$ cat config.mk
export PLATFORM = sky130hd
export DESIGN_NAME = rtc_alrm_sched
export DESIGN_NICKNAME = d
export VERILOG_FILES = /design/src/rtl/rtc_alrm_sched.sv
export SDC_FILE = /design/constraint.sdc
export NUM_CORES = 1
export LEC_CHECK = 0
export ABC_AREA = 1
export BUFFER_PORTS_ARGS = -buffer_cell sky130_fd_sc_hd__buf_2
export CAP_MARGIN = 20
export CORE_ASPECT_RATIO = 1.5
export CORE_MARGIN = 1
export CORE_UTILIZATION = 35
export CTS_CLUSTER_DIAMETER = 50
export DETAILED_ROUTE_END_ITERATION = 6
export GPL_TIMING_DRIVEN = 0
export PLACE_DENSITY = 0.61
export SYNTH_ARGS = -nofsm -noshare
export SYNTH_HDL_FRONTEND = slang
export SYNTH_SLANG_ARGS = --single-unit
$ cat constraint.sdc
create_clock -name clk_i -period 5.2 [get_ports clk_i]
set_input_delay 0.78 -clock clk_i [delete_from_list [all_inputs] [get_ports clk_i]]
set_output_delay 0.78 -clock clk_i [all_outputs]
set_load 0.02 [all_outputs]
$ cat src/rtl/rtc_alrm_sched.sv
// RTC alarm scheduler: one-shot alarm slots with pending/irq flags and a
// sequential scan that reports the armed slot whose alarm comes up soonest.
module rtc_alrm_sched #(
  parameter int NUM_SLOT  = 4,
  parameter int CNT_WIDTH = 32
) (
  input  logic                        clk_i,
  input  logic                        rst_n_i,
  input  logic [CNT_WIDTH-1:0]        cnt_i,
  input  logic                        cnt_tick_i,
  input  logic                        wr_valid_i,
  output logic                        wr_ready_o,
  input  logic [$clog2(NUM_SLOT)-1:0] wr_slot_i,
  input  logic                        wr_arm_i,
  input  logic [CNT_WIDTH-1:0]        wr_alrm_i,
  input  logic [NUM_SLOT-1:0]         ie_i,
  input  logic [NUM_SLOT-1:0]         clr_i,
  output logic [NUM_SLOT-1:0]         pend_o,
  output logic [NUM_SLOT-1:0]         arm_o,
  output logic                        busy_o,
  output logic                        nxt_vld_o,
  output logic [$clog2(NUM_SLOT)-1:0] nxt_slot_o,
  output logic [CNT_WIDTH-1:0]        nxt_alrm_o,
  output logic                        irq_o
);

  localparam int SW = $clog2(NUM_SLOT);

  typedef enum logic {
    IDLE,
    SCAN
  } state_t;

  state_t               state_q, state_d;
  logic [CNT_WIDTH-1:0] alrm_q [NUM_SLOT];
  logic [NUM_SLOT-1:0]  arm_q, pend_q;
  logic [NUM_SLOT-1:0]  hit, wsel;
  logic                 wr_acc;
  logic                 rescan_q, rescan_d;
  logic [SW-1:0]        idx_q, idx_d;
  logic                 last;

  logic                 best_vld_q, best_vld_d;
  logic [CNT_WIDTH-1:0] best_dist_q, best_dist_d;
  logic [SW-1:0]        best_slot_q, best_slot_d;
  logic [CNT_WIDTH-1:0] best_alrm_q, best_alrm_d;

  logic [CNT_WIDTH-1:0] cand_alrm, cand_dist;
  logic                 take;
  logic                 nxt_upd;

  assign busy_o     = (state_q == SCAN);
  assign wr_ready_o = ~busy_o;
  assign wr_acc     = wr_valid_i && wr_ready_o;
  assign pend_o     = pend_q;
  assign arm_o      = arm_q;
  assign irq_o      = |(pend_q & ie_i);

  always_comb begin
    hit  = '0;
    wsel = '0;
    for (int i = 0; i < NUM_SLOT; i++) begin
      hit[i]  = cnt_tick_i && arm_q[i] && (alrm_q[i] == cnt_i);
      wsel[i] = wr_acc && (wr_slot_i == SW'(i));
    end
  end

  // A write owns its slot this cycle: no pend set, no disarm by the hit.
  always_ff @(posedge clk_i or negedge rst_n_i) begin
    if (!rst_n_i) begin
      arm_q  <= '0;
      pend_q <= '0;
      for (int i = 0; i < NUM_SLOT; i++) alrm_q[i] <= '0;
    end else begin
      for (int i = 0; i < NUM_SLOT; i++) begin
        if (wsel[i]) begin
          arm_q[i]  <= wr_arm_i;
          alrm_q[i] <= wr_alrm_i;
        end else if (hit[i]) begin
          arm_q[i]  <= 1'b0;
        end
        if (hit[i] && !wsel[i]) pend_q[i] <= 1'b1;
        else if (clr_i[i])      pend_q[i] <= 1'b0;
      end
    end
  end

  assign cand_alrm = alrm_q[idx_q];
  assign cand_dist = cand_alrm - cnt_i;
  assign last      = (idx_q == SW'(NUM_SLOT - 1));
  assign take      = arm_q[idx_q] &&
                     (!best_vld_q || (cand_dist < best_dist_q));

  always_comb begin
    state_d     = state_q;
    idx_d       = idx_q;
    rescan_d    = rescan_q;
    best_vld_d  = best_vld_q;
    best_dist_d = best_dist_q;
    best_slot_d = best_slot_q;
    best_alrm_d = best_alrm_q;
    nxt_upd     = 1'b0;
    unique case (state_q)
      IDLE: begin
        if (wr_acc || (|hit) || rescan_q) begin
          state_d     = SCAN;
          idx_d       = '0;
          rescan_d    = 1'b0;
          best_vld_d  = 1'b0;
          best_dist_d = '0;
          best_slot_d = '0;
          best_alrm_d = '0;
        end
      end
      SCAN: begin
        if (|hit) rescan_d = 1'b1;
        if (take) begin
          best_vld_d  = 1'b1;
          best_dist_d = cand_dist;
          best_slot_d = idx_q;
          best_alrm_d = cand_alrm;
        end
        idx_d = idx_q + 1'b1;
        if (last) begin
          state_d = IDLE;
          idx_d   = '0;
          nxt_upd = 1'b1;
        end
      end
      default: state_d = IDLE;
    endcase
  end

  always_ff @(posedge clk_i or negedge rst_n_i) begin
    if (!rst_n_i) begin
      state_q     <= IDLE;
      idx_q       <= '0;
      rescan_q    <= 1'b0;
      best_vld_q  <= 1'b0;
      best_dist_q <= '0;
      best_slot_q <= '0;
      best_alrm_q <= '0;
    end else begin
      state_q     <= state_d;
      idx_q       <= idx_d;
      rescan_q    <= rescan_d;
      best_vld_q  <= best_vld_d;
      best_dist_q <= best_dist_d;
      best_slot_q <= best_slot_d;
      best_alrm_q <= best_alrm_d;
    end
  end

  // Published result only moves on the SCAN->IDLE edge.
  always_ff @(posedge clk_i or negedge rst_n_i) begin
    if (!rst_n_i) begin
      nxt_vld_o  <= 1'b0;
      nxt_slot_o <= '0;
      nxt_alrm_o <= '0;
    end else if (nxt_upd) begin
      nxt_vld_o  <= best_vld_d;
      nxt_slot_o <= best_slot_d;
      nxt_alrm_o <= best_alrm_d;
    end
  end

endmodule

; Yosys cells after proc, flatten, opt, wreduce, memory -nomap -nowiden
; Index checks and enable logic that the tools add are counted.
[op_classes]
n_addsub = 2
multipliers = 0
n_div = 0
n_lt_le_gt_ge = 3
eq_ne = 11
shifts = 0
muxes = 44
n_bitwise = 3
reduce_logical = 39
[op_table]
columns = cell, count
row1 = 32-bit 2-to-1 mux, 6
row2 = 32-bit equality test, 4
row3 = 32-bit one-hot mux with 2 select lines, 2
row4 = 32-bit binary-select mux with 2-bit select, 1
row5 = 32-bit < comparator, 1
row6 = 32-bit subtractor, 1
row7 = 1-bit 2-to-1 mux, 25
row8 = 1-bit logical AND, 18
row9 = 2-bit nonzero test, 8
row10 = 2-bit 2-to-1 mux, 4
row11 = 2-bit one-hot mux with 2 select lines, 2
row12 = 4-bit OR reduction, 2
row13 = 2-bit equality test (second input constant), 3
row14 = 2-bit by 1-bit inequality test with 1-bit output (second input constant), 3
row15 = 1-bit one-hot mux with 2 select lines, 3
row16 = 1-bit zero test, 5
row17 = 4-bit bitwise AND, 1
row18 = 2-bit AND reduction, 2
row19 = 3-bit greater-or-equal comparator (second input constant), 1
row20 = 1-bit logical OR, 3
row21 = 2-bit by 3-bit < comparator with 1-bit output (second input constant), 1
row22 = 2-bit NOT with 3-bit output, 1
row23 = 2-bit by 1-bit adder with 2-bit output (second input constant), 1
row24 = 1-bit binary-select mux with 2-bit select, 1
row25 = other kinds (3), 3
[word_totals]
reg_bits = 242
latchBits = 0
ram_bits = 0
rom_bits = 0
inputBits = 79
out_inout_bits = 46
wordCells = 124
mem_count = 0

; Logic depth before layout (Yosys ltp)
; Gate-level depths: netlist of the first run.
[logic_depth]
depth_word = 10
ltp_mapped = 36
mapped_depth_nobuf = 33

; Least setup slack after synthesis of the first run
; Ideal clock, no wire load.
[synth_timing]
kind = reg-to-reg
start = register idx_q[0]
end = register best_dist_q[13]
setup_ps = 126
t_arrival_ps = 4193
required_time_ps = 5074
path_slack_ps = 881
stages_incl_launch_ff = 33
path_buffers = 5
period_less_slack_ps = 4319
cell_sequence = dfrtp_1 -> buf_2 -> buf_2 -> buf_2 -> a21oi_1 -> a32oi_1 -> inv_1 -> ha_1 -> inv_1 -> fa_1 -> nand3_1 -> nand2_1 -> a21boi_0 -> o21ai_2 -> nand2_1 -> nand2_1 -> nand3_1 -> nand2_1 -> nand2_1 -> nand2_1 -> ha_1 -> nand2_1 -> nor3_1 -> and3_1 -> nand2_1 -> nand2_1 -> nand2_2 -> nand2_4 -> inv_1 -> buf_4 -> buf_6 -> nand2_1 -> o21ai_0
[synth_via]
elab_chain_cells = 10
word_cells_on_any_way = 14
cone_classes = add/sub: 1 / order compare: 1 / eq/ne: 1 / mux: 7 / bitwise: 1 / reduce/logical: 3
[synth_rtl]
columns = element, line
row1 = start: declaration, 40  ; logic [SW-1:0] idx_q, idx_d;
row2 = start signal: assignment, 145  ; idx_q <= idx_d;
row3 = 2-bit NOT with 3-bit output (not written as such), 88  ; assign cand_alrm = alrm_q[idx_q];
row4 = 32-bit binary-select mux with 2-bit select, 88
row5 = 32-bit 2-to-1 mux (not written as such) (2 in series), 88
row6 = 32-bit subtractor, 89  ; assign cand_dist = cand_alrm - cnt_i;
row7 = 32-bit < comparator, 92  ; (!best_vld_q || (cand_dist < best_dist_q));
row8 = 1-bit logical OR, 92
row9 = 1-bit logical AND, 91  ; assign take = arm_q[idx_q] &&
row10 = 2-bit by 1-bit inequality test with 1-bit output (no line), -
row11 = 2-bit AND reduction (no line), -
row12 = end signal: assignment, 148  ; best_dist_q <= best_dist_d;
row13 = end: declaration, 44  ; logic [CNT_WIDTH-1:0] best_dist_q, best_dist_d;
; Parallel ways exist; a longest one is shown, timed or not. The select of a mux whose other input is x is not followed.
; A chain may end at the register's enable or synchronous reset.

; Worst setup path in the final report of the first run
[layout_timing]
start = register idx_q[0]
end = register best_dist_q[7]
; The elaborated chain is that of the path after synthesis.

==> results.md, run 1 <==
* Number of global-route vias before repair at 14807
* Commonest cells post-synth: 589 x nand2_1, 254 x inv_1, 242 x dfrtp_1
* Starting Density at 35.4%
* Synth Instances at 2096
* Cell family with most CP delay: simple AND/OR/NAND/NOR gates
* Critical R2R Capture: best_dist_q[7]$_DFFE_PN0P_
* Outcome: completed
* CP endpoint: best_dist_q[7]$_DFFE_PN0P_
* Clk sinks at 242
* Final period util at 98.0%
* Ys async rst share at 100%
* Syn Nets at 2239
* DP Cell Count at 2779
* Slew Limit Fails at 0
* Syn_area_per_cell at 7.25 sq um
* CP Max Fanout at 10
* Fin util at 42.0%
* Post-Layout Cell Count at 2847
* Clock Root Buffer: clkbuf_16
* # DRC at 0
* Total GRT Usage at 26.2%
* Reg2Reg Depth at 25
* CP Capture Type: flip-flop
* FMAX at 0.196 GHz
* RSZ-0062 raised after global routing: yes
* CTS clk-pin slew, worst paths at 60 ps
* Die area at 44300 sq um
* Crit path from: idx_q[0]$_DFFE_PN0P_
* Share of cells above drive strength 1 at 15.0%
* M3 GR Usage at 3.34%
* Stages on worst setup path at 25
* ANT nets after route at 0
* Crit Path Category: reg -> reg
* Startpoint types: flip-flop
* Via Count at 14874
* Final Wtd Congestion at 0.949
* Critical Path Most Common Cell: nand2_1
* Dpl hpwl at 43600 um
* Seq/Total Area, Yosys at 39.8%
* First-pass GRT wire length at 86600 um
* Fin crit period at 5100 ps
* Core area at 42900 sq um
* Slew headroom at 28.4%
* Distinct cells, synth at 52
* Drt total wl at 57200 um
* Slack of the worst reg-to-reg path at 100 ps
* Post-synth EDFFs at 0
* Max Cap Viol at 0
* Cts hold-fix bufs at 0
* Met1 Usage GRT at 30.6%
* Final setup fails at 0
* Post-DR vias/cell at 5.22
* Rows at 93
* Gr busiest metal: met2
* CTS tree: yes
* H-tree levels at 1
* Ys Warns at 0
* Fin. Hold Viols at 0
* Synth area leaders: dfrtp_1 40%, nand2_1 15%, o21ai_0 7.0%
* Top Ports at 125
* Share of the synthesized area in the top cell type at 39.8%
* CP required at 5660 ps
* Post-route clock skew at 17.7 ps
* Max incr delay on CP at 470 ps
* Hold Crit Class: in -> async
* Most frequent cell after synthesis: nand2_1
* Area grow syn2layout at 18.6%
* Die W at 172 um
* Worst Tran Pin Value at 1070 ps
* IO Port Bufs at 111
* Post-synthesis register bit count at 242
* Crit path max-delay cell type: dfrtp_2
* Synthesized area at 15200 sq um
* Setup_tns at 0 ps
* Antenna violations before repair at 2
* Die Y at 257 um
* Maximum number of pins on one net before global-route repair at 109
* Top FF cell, synth: dfrtp_1
* Clk buf depth at 3
* Clk_lat worst skew at 590 ps
* GR Layer Usage met2 at 44.5%
* 1st-iter DRT viols at 1058
* Grt ovf at 0
* Dominant cell type by area after synthesis: dfrtp_1
* Reg-to-Reg Start: idx_q[0]$_DFFE_PN0P_
* Worst Path Buf+Inv at 5
* Mean routed wirelength per cell at 20.1 um
* CTS buffer count at 28
* Worst Path Arrival at 5560 ps
* Final #Nets at 2396
* Pre-antenna DRT Iters at 6
cell type report:
cell class,count,area [sq um]
clock buffers,35,767
multi-input cells,1480,7960
flip-flops and latches,242,6060
repair buffers,127,726
inverters,282,1060
clock inverters,16,146
diodes,3,7.51
well taps,570,713
plain buffers,92,586
fillers,4397,24900
cells by family after synthesis:
family	Yosys count	synth area share, %
simple gates	927	25.6
compound gates	413	14.9
buf+inv	374	9.98
flops	242	39.8
xor+xnor	76	4.38
fa+ha+maj	64	5.32
worst register-to-register path: stages (launching register included):
cell and delay, ps:
dfrtp_2 470, inv_4 120, clkbuf_2 410, a21oi_1 200, a21oi_4 340, ha_1 360
a21oi_1 200, o21ai_0 160, a21oi_2 220, nand3_1 240, nand2_1 120, nand2_1 80
xor2_2 160, ha_1 320, nand4_1 150, nor3_4 260, and3_1 190, nand2_1 80
nand2_4 150, nand2_8 110, nand2_8 130, inv_1 60, buf_4 170, buf_6 150
nand2_1 60, o21ai_0 80
stage by stage:
step,hold WS [ps],area (sq um),setup WS (ps)
final,111,18000,103
after global routing,143,18000,-145
after CTS,121,17700,53.8
after detailed placement,463,16500,-1270
after global placement,463,16500,-1210
after floorplan,475,15200,881
registers in the layout, indices dropped and copies added (netlist names):
name	count
best_vld_q	1
idx_q	2
pend_o	4
busy_o	1
nxt_slot_o	2
nxt_vld_o	1
nxt_alrm_o	32
best_dist_q	32
alrm_q	128
arm_o	4
best_slot_q	2
rescan_q	1
best_alrm_q	32
per-layer routing:
layer	wire length (um)	vias to the layer above
met4	4010	0
met1	21500	7052
li1	-	7044
met2	28000	590
met3	3600	188
met5	0	-
how the worst min path moves through the flow:
| stage | to | slack [ps] | cells after the start |
|---|---|---|---|
| floorplan | alrm_q[0]$_DFFE_PN0P_ | 470 | 2 |
| global placement | nxt_alrm_o[5]$_DFFE_PN0P_ | 460 | 2 |
| detailed placement | nxt_alrm_o[5]$_DFFE_PN0P_ | 460 | 2 |
| CTS | nxt_alrm_o[10]$_DFFE_PN0P_ | 120 | 1 |
| global route | nxt_alrm_o[10]$_DFFE_PN0P_ | 140 | 1 |
| finish | nxt_alrm_o[10]$_DFFE_PN0P_ | 110 | 1 |
cells in the final DEF (no fill, tap or decap), drive strengths merged, types with 2 or more instances in the layout:
cell	count
nand2	606
nand3b	2
and2	2
o21a	2
ha	63
o21bai	3
nand3	93
xnor2	38
o21ai	239
a21boi	2
nor3	11
clkinv	13
o2111ai	2
o22ai	21
buf	167
a32oi	18
nor2	169
inv	282
diode	3
a21oi	116
clkinvlp	2
clkbuf	87
a21o	4
o211ai	3
or2	3
dfrtp	242
xor2	38
nor4	3
nand4	36
what timing repair did:
action / CTS / global route
pin swaps: 2 / 11
endpoints found under the setup margin: 100 / 100
resized for setup: 57 / 58
buffers inserted: 3 / 11
Power of run 1 is left out: the tool's default activity adds up to more than one toggle a clock period on the data nets, which glitch-free logic cannot reach.
==> run 2, diff against run 1 <==
- BUFFER_PORTS_ARGS: -buffer_cell sky130_fd_sc_hd__buf_2 -> not set
- DONT_BUFFER_PORTS: not set -> 1
- PLACE_DENSITY: 0.61 -> 0.59
- clock period: 5.2 -> 5.4 ns (I/O delays scaled with it)
==> results.md, run 2 (same netlist as run 1, synthesis figures left out) <==
* Outcome: finished with violations
* Failing checks: negative hold slack
* Post-route clock skew at 14.5 ps
* 1st-iter DRT viols at 1103
* Worst Path Arrival at 5550 ps
* H-tree levels at 1
* Pre-antenna DRT Iters at 6
* IO Port Bufs at 0
* Core area at 42900 sq um
* CTS tree: yes
* Die Y at 257 um
* Fillers at 4482
* ANT nets after route at 0
* Clk sinks at 242
* Max Cap Viol at 0
* Final setup fails at 0
* Area grow syn2layout at 14.0%
* Number of global-route vias before repair at 14435
* Ant. Diodes at 0
* Hold Crit Class: in -> async
* Fin crit period at 5080 ps
* Final instance area at 17300 sq um
* Post-DR vias/cell at 5.28
* CP Max Fanout at 10
* Dpl hpwl at 42800 um
* Final period util at 94.1%
* Die area at 44300 sq um
* Crit Path Category: reg -> reg
* Cell family with most CP delay: simple AND/OR/NAND/NOR gates
* Max FFs per register at 128
* Clock Root Buffer: clkbuf_16
* Most frequent cells in the layout: 587 x nand2_1, 254 x inv_1, 241 x dfrtp_1
* Worst Tran Pin Value at 1100 ps
* Clk buf depth at 3
* Reg with most FFs: alrm_q
* Top Ports at 125
* Crit path max-delay cell type: dfrtp_2
* Total GRT Usage at 26.2%
* Post-Layout Cell Count at 2729
* Max incr delay on CP at 420 ps
* Post-DP Area at 15900 sq um
* Rows at 93
* CTS clk-pin slew, worst paths at 70 ps
* Clk_lat worst skew at 600 ps
* Register area at 6060 sq um
* Fin. Hold Viols at 132
* Mean routed wirelength per cell at 21.0 um
* Drt total wl at 57200 um
* Final Wtd Congestion at 0.953
* # DRC at 0
* Die W at 172 um
* Min Hold Slack at -77.9 ps
* Slew headroom at 26.7%
* DP Cell Count at 2666
* Critical Path Most Common Cell: nand2_1
* CTS buffer count at 30
* Slew Limit Fails at 0
* Area of the multi-input gates at 7880 sq um
* Fin util at 40.3%
* Startpoint types: flip-flop
* Reg2Reg Depth at 25
* Stages on worst setup path at 25
* Maximum number of pins on one net before global-route repair at 243
* Antenna violations before repair at 0
* Final #Nets at 2279
* FMAX at 0.197 GHz
* Grt ovf at 0
* CP Capture Type: flip-flop
* CP required at 5870 ps
* Via Count at 14397
* Starting Density at 35.4%
* Commonest non-fill, non-tap cell in the layout: nand2_1
* First-pass GRT wire length at 86000 um
* Worst Path Buf+Inv at 5
* Share of cells above drive strength 1 at 10.4%
-- run 2: cell count changes in the layout (fill, tap and decap cells not counted), sizes merged --
cell and change:
buf -116, bufinv +1, clkbuf -1, clkinv -4, clkinvlp +1, diode -3, inv +4
-- run 2: metrics by stage --
stage          setup slack (ps)  setup TNS, ps
3_5_place_dp              -1040         -81020
4_1_cts                    39.0              0
6_report                    317              0
5_1_grt                   -21.1           -130
3_3_place_gp              -1000         -79460
2_1_floorplan              1080              0
-- run 2: worst paths after layout --
path	slack (ps)	endpoint	from
setup / recovery	320	best_dist_q[9]$_DFFE_PN0P_	idx_q[0]$_DFFE_PN0P_
min in group clk_i	320	pend_o[3]$_DFFE_PN0P_	clr_i[3]
hold / removal	-80	nxt_alrm_o[30]$_DFFE_PN0P_	rst_n_i
setup reg to reg	320	best_dist_q[9]$_DFFE_PN0P_	idx_q[0]$_DFFE_PN0P_
max in group asynchronous	4960	alrm_q[92]$_DFFE_PN0P_	rst_n_i
hold reg to reg	510	best_dist_q[19]$_DFFE_PN0P_	best_dist_q[19]$_DFFE_PN0P_
-- run 2: cell type report --
| cell class | count | area share, % |
|---|---|---|
| Timing Repair Buffer | 8 | 0.347 |
| Tap cell | 570 | 4.12 |
| Clock inverter | 18 | 1.26 |
| Sequential cell | 242 | 35.0 |
| Clock buffer | 37 | 4.66 |
| Multi-Input combinational cell | 1480 | 45.5 |
| Inverter | 282 | 6.11 |
| Buffer | 92 | 3.06 |
-- run 2: routing by layer --
| layer | wire, um | track usage, % |
|---|---|---|
| met4 | 3910 | 17.1 |
| met1 | 21200 | 30.3 |
| met5 | 0 | 0 |
| met3 | 4280 | 4.72 |
| met2 | 27800 | 44.0 |
-- run 2: repair_timing --
item / in CTS / in global routing
gates cloned: 0 / 0
gates resized for setup: 46 / 45
setup buffers: 6 / 2
endpoints found under the hold margin: 242 / 242
endpoints found under the setup margin: 100 / 97
pin swaps: 5 / 4
Power of run 2 is left out for the same reason.
